## config.mk

```make
export PLATFORM = sky130hd
export DESIGN_NAME = playback_prefetch_fifo_flat
export DESIGN_NICKNAME = d
export VERILOG_FILES = /design/src/rtl/playback_prefetch_fifo_if.sv /design/src/rtl/playback_prefetch_fifo.sv /design/src/flat_wrapper.sv
export SDC_FILE = /design/constraint.sdc
export NUM_CORES = 1
export LEC_CHECK = 0
export ABC_AREA = 1
export CORE_AREA = 2 2 146 254
export DETAILED_ROUTE_END_ITERATION = 6
export DIE_AREA = 0 0 148 256
export GPL_ROUTABILITY_DRIVEN = 0
export HOLD_SLACK_MARGIN = 0.06
export SYNTH_ARGS = -nofsm -noshare
export SYNTH_HDL_FRONTEND = slang
export SYNTH_SLANG_ARGS = --single-unit
```

## constraint.sdc

```tcl
create_clock -name clk -period 6.5 [get_ports clk]
set_input_delay 0.65 -clock clk [delete_from_list [all_inputs] [get_ports clk]]
set_output_delay 0.65 -clock clk [all_outputs]
set_load 0.01 [all_outputs]
```

## src/rtl/playback_prefetch_fifo_if.sv

```systemverilog
// rtl/playback_prefetch_fifo_if.sv - RAM wrapper read handshake between prefetch FIFO and sample RAM
interface playback_prefetch_fifo_if #(
    parameter int DW = 16,
    parameter int AW = 26
);
    logic          rdy;
    logic [AW-1:0] address;
    logic          read_request;
    logic          rd_data_pres;
    logic          read_ack;
    logic [DW-1:0] data_out;

    modport master (
        input  rdy,
        output address,
        output read_request,
        input  rd_data_pres,
        output read_ack,
        input  data_out
    );

    modport slave (
        output rdy,
        input  address,
        input  read_request,
        output rd_data_pres,
        input  read_ack,
        output data_out
    );
endinterface

```

## src/rtl/playback_prefetch_fifo.sv

```systemverilog
// rtl/playback_prefetch_fifo.sv - prefetches audio samples from RAM into a small FIFO drained by the codec
module playback_prefetch_fifo #(
    parameter int DEPTH = 8,
    parameter int DW    = 16,
    parameter int AW    = 26
) (
    input  logic                     clk,
    input  logic                     reset,
    input  logic                     enable,
    input  logic [AW-1:0]            max_ram_address,
    playback_prefetch_fifo_if.master ram,
    input  logic                     s_req,
    output logic [DW-1:0]            audio_out,
    output logic [$clog2(DEPTH):0]   fill_level,
    output logic                     underrun,
    output logic                     done
);
    localparam int PW = $clog2(DEPTH);
    localparam logic [PW:0] FULL = (PW + 1)'(DEPTH);

    typedef enum logic [1:0] {IDLE, REQ, ACK} state_t;

    state_t        state, state_nxt;
    logic [DW-1:0] mem [DEPTH];
    logic [PW-1:0] wr_ptr, rd_ptr;
    logic          s_req_q;
    logic          pop_evt, pop_hit, push;

    assign pop_evt = enable & s_req & ~s_req_q;
    assign pop_hit = pop_evt & (fill_level != '0);
    // push can only happen while REQ is live, so an aborted request never writes
    assign push    = enable & (state == REQ) & ram.rd_data_pres;

    assign ram.read_request = (state == REQ);
    assign ram.read_ack     = (state == ACK);

    always_ff @(posedge clk or negedge reset) begin
        if (!reset) begin
            state <= IDLE;
        end else begin
            state <= state_nxt;
        end
    end

    always_comb begin
        state_nxt = state;
        if (!enable) begin
            state_nxt = IDLE;
        end else begin
            case (state)
                IDLE: if (ram.rdy && !done && fill_level < FULL) state_nxt = REQ;
                REQ:  if (ram.rd_data_pres) state_nxt = ACK;
                ACK:  state_nxt = IDLE;
                default: state_nxt = IDLE;
            endcase
        end
    end

    always_ff @(posedge clk or negedge reset) begin
        if (!reset) begin
            s_req_q <= 1'b0;
        end else begin
            s_req_q <= s_req;
        end
    end

    always_ff @(posedge clk) begin
        if (push) begin
            mem[wr_ptr] <= ram.data_out;
        end
    end

    always_ff @(posedge clk or negedge reset) begin
        if (!reset) begin
            wr_ptr      <= '0;
            rd_ptr      <= '0;
            fill_level  <= '0;
            audio_out   <= '0;
            underrun    <= 1'b0;
            done        <= 1'b0;
            ram.address <= '0;
        end else if (!enable) begin
            wr_ptr      <= '0;
            rd_ptr      <= '0;
            fill_level  <= '0;
            audio_out   <= '0;
            underrun    <= 1'b0;
            done        <= 1'b0;
            ram.address <= '0;
        end else begin
            if (push) begin
                wr_ptr <= wr_ptr + 1'b1;
            end
            // an empty pop outputs silence; a same-edge push is not bypassed
            if (pop_evt) begin
                if (fill_level != '0) begin
                    audio_out <= mem[rd_ptr];
                    rd_ptr    <= rd_ptr + 1'b1;
                end else begin
                    audio_out <= '0;
                    underrun  <= 1'b1;
                end
            end
            case ({push, pop_hit})
                2'b10:   fill_level <= fill_level + 1'b1;
                2'b01:   fill_level <= fill_level - 1'b1;
                default: fill_level <= fill_level;
            endcase
            if (state == ACK) begin
                if (ram.address == max_ram_address) begin
                    done <= 1'b1;
                end else begin
                    ram.address <= ram.address + 1'b1;
                end
            end
        end
    end
endmodule

```

## src/flat_wrapper.sv

```systemverilog
// flat-port wrapper written by rule: the top's interface ports become plain ports
module playback_prefetch_fifo_flat 
#(
    parameter int DEPTH = 8,
    parameter int DW    = 16,
    parameter int AW    = 26
)
  (clk, reset, enable, max_ram_address, s_req, audio_out, fill_level, underrun, done, ram_rdy, ram_address, ram_read_request, ram_rd_data_pres, ram_read_ack, ram_data_out);
  playback_prefetch_fifo_if #(.DW(DW), .AW(AW)) ram_i ();
  input  logic clk;
  input  logic reset;
  input  logic enable;
  input  logic [AW-1:0] max_ram_address;
  input  logic s_req;
  output logic [DW-1:0] audio_out;
  output logic [$clog2(DEPTH):0] fill_level;
  output logic underrun;
  output logic done;
  input wire logic [$bits(ram_i.rdy)-1:0] ram_rdy;
  output wire logic [$bits(ram_i.address)-1:0] ram_address;
  output wire logic [$bits(ram_i.read_request)-1:0] ram_read_request;
  input wire logic [$bits(ram_i.rd_data_pres)-1:0] ram_rd_data_pres;
  output wire logic [$bits(ram_i.read_ack)-1:0] ram_read_ack;
  input wire logic [$bits(ram_i.data_out)-1:0] ram_data_out;
  assign ram_i.rdy = ram_rdy;
  assign ram_address = ram_i.address;
  assign ram_read_request = ram_i.read_request;
  assign ram_i.rd_data_pres = ram_rd_data_pres;
  assign ram_read_ack = ram_i.read_ack;
  assign ram_i.data_out = ram_data_out;
  playback_prefetch_fifo #(.DEPTH(DEPTH), .DW(DW), .AW(AW)) u_core (.clk(clk), .reset(reset), .enable(enable), .max_ram_address(max_ram_address), .ram(ram_i), .s_req(s_req), .audio_out(audio_out), .fill_level(fill_level), .underrun(underrun), .done(done));
endmodule
```

==> run summary <==
Worst skew pair latency - 450 ps
GRT Resource Usage Total - 12.67%
Worst-margin pin slew - 977.9 ps
Non-Filler Instances - 1,477
Number of CTS-inserted buffers - 17
Design area - 0.01090 mm^2
DR WL/cell - 16.04 um
Final Total Pwr - 2662 uW
Initial DRC Count - 355
Tmin final - 2758 ps
Cts hold-fix bufs - 0
Slowest stage cell, crit path - nor3_4
Skew final - 12.37 ps
Root buffer cell - clkbuf_16
H-tree levels - 4
Post-Place Cell Area - 0.01030 mm^2
Mapped Nets - 964
Crit path largest cell delay - 790 ps
Int Power - 1942 uW
Routed Antenna Nets - 0
Area grow syn2layout - 23.20%
Worst-path cell chain - buf_2 > buf_4 > nand3_1 > nor2_2 > nand2_1 > nor3_4
Most common cell in the synthesized netlist - nand2_1
Mean number of vias per cell - 4.527
Startpoint types - input port
Post-synthesis cell area - 0.008851 mm^2
CTS tree - yes
Fin Hold WS - 375.3 ps
Max FO, Critical Path - 59
Ports - 98
Post-Place Cells - 1,444
Post-synth top cells - nand2_1 (185), nor2_1 (154), edfxtp_1 (128), nand3_1 (78), o21ai_0 (62)
RSZ-0062 raised after global routing - false
Site Rows - 92
Netlist cell types - 31
Clock power frac - 38.7%
Final Hold Viols - 0
Logic pwr share - 11.4%
Layout cells sized above 1 - 7.853%
PD cells - 244.1 mW/mm^2
Initial antenna violation count - 2
Vias - 6,686
Leak - 0.004018 uW
Die area - 0.03789 mm^2
Overflow left after global routing - 0
Most area-consuming cells after synthesis - edfxtp_1 (43%), dfrtp_1 (16%), nand2_1 (7.8%)
CP Data Required Time - 6570 ps
WL final - 23,690 um
# DRC - 0
Post-synth EDFFs - 128
Average cell area after synthesis - 9.716 um^2
Pin count of the biggest net entering global routing - 69
DP HPWL - 16,020 um
Clock slew at reported path FFs - 70 ps
Max-slew violation count - 0
Clock Tree Buf Depth - 2
Final nets - 1,046
Crit path DAT - 2830 ps
Seq cells post-synth - 185
Ys Warns - 0
Setup TNS - 0 ps
Sequential power share - 49.9%
Gate Count Post-Synth - 911
Main synth FF type - edfxtp_1
Max VDD drop - 0.0001791 V
Tcrit/Tclk final - 42.44%
First-pass GRT wire length - 36,630 um
Hold crit path type - in -> async
Sw Pwr - 720.2 uW
Sequential fraction of the synthesis area - 59.54%
Post-CTS Setup Bufs - 0
Sw Ratio - 27.05%
Core area - 0.03591 mm^2
Status - completed
Die height - 256 um
Clock sink count - 185
Vias in the first global route - 6,754
Drt pass-1 iters - 5
# fillers - 3,714
Port bufs - 97
Chip Width - 148 um
FFs w/ async S/R, synth - 30.81%
Top-area cell type share of the netlist area - 43.43%
Biggest area consumer among synthesized cells - edfxtp_1
F_max - 0.3625 GHz
CP endpoint kind - flop
Relative slew slack - 34.60%
Max_cap viols - 0
Initial Utilization - 24.64%
Final setup vio count - 0
Critical path type - in -> reg
Post-CTS resize count - 0
[placed cells by master (no fill, tap or decap), types with 2 or more instances in the layout]
cell type and count:
a21oi_1 7, buf_2 2, buf_4 11, clkbuf_16 17, clkdlybuf4s50_1 95, clkinv_1 4
clkinv_8 5, clkinvlp_4 2, dfrtp_1 56, edfxtp_1 128, ha_1 5, inv_1 52
inv_2 9, inv_6 3, inv_8 4, mux2i_1 20, nand2_1 185, nand3_1 78
nand3_2 10, nand4_1 7, nor2_1 154, nor2_2 7, nor3_1 2, nor3_4 3
o21ai_0 62, o21ai_1 4, o221ai_1 8, o22ai_1 12, o32ai_1 13, xnor2_1 11
xor2_1 24
[layout make-up]
class	count	area, um^2	area share [%]
flip-flops and latches	185	5271	48.34
repair buffers	108	1044	9.570
multi-input cells	616	3153	28.92
diodes	1	2.502	0.02295
clock buffers	17	425.4	3.901
clock inverters	15	176.4	1.618
well taps	470	588.1	5.393
inverters	65	244.0	2.238
[power groups by stage]
stage	clock network, uW	registers [uW]	logic, uW
after global placement	0	1350	304
final	1030	1330	304
after global routing	1100	1330	341
after CTS	1050	1330	310
after floorplan	0	1350	159
after detailed placement	0	1350	309
[metrics by stage]
step,setup slack (ps),utilization (%)
after global placement,3259,28.68
after floorplan,3879,-
after global routing,3529,30.36
after detailed placement,3170,28.68
after CTS,3654,30.35
final,3742,30.36
[critical path, delay by kind of cell]
kind                   cells  cell delay, ps
AND/OR/NAND/NOR            4            1500
buffers and inverters      2             630
[kinds of logic after synthesis]
kind of cell | after synthesis | share of synthesized area (%)
AOI/OAI and AO/OA | 106 | 7.054
xor gates and xnor gates | 35 | 3.463
and+or+nand+nor | 450 | 21.70
muxes | 20 | 2.262
buffers and inverters | 110 | 5.273
DFF | 185 | 59.54
adders and majority gates | 5 | 0.7068
[path summary, 6_finish.rpt]
path	from	end	slack [ps]	depth (start not counted)
worst max-delay path	enable	u_core.mem[5][15]	3740	6
worst min register to register	u_core.underrun	u_core.underrun	500	2
worst min-delay path	reset	u_core.ram.address[9]	380	2
worst max register to register	u_core.rd_ptr[0]	u_core.audio_out[10]	3780	7
min in group clk	u_core.underrun	u_core.underrun	500	2
max in group asynchronous	reset	u_core.rd_ptr[0]	5510	2
[per-layer routing]
layer / wire [um] / global-route usage [%] / share of wire [%] / up-vias
li1: - / - / - / 3256
met1: 8430 / 12.51 / 36 / 3145
met2: 12820 / 23.93 / 54 / 219
met3: 1271 / 2.460 / 5.4 / 64
met4: 1144 / 7.593 / 4.8 / 2
met5: 16 / 0 / 0.068 / -
[sequential cells by signal, summed over array words and instances (netlist names)]
signal              flops
u_core.ram.address     26
u_core.mem            128
u_core.done             1
u_core.underrun         1
u_core.s_req_q          1
u_core.wr_ptr           3
u_core.state            2
u_core.fill_level       4
u_core.rd_ptr           3
u_core.audio_out       16
(Power assumes the default switching activity.)
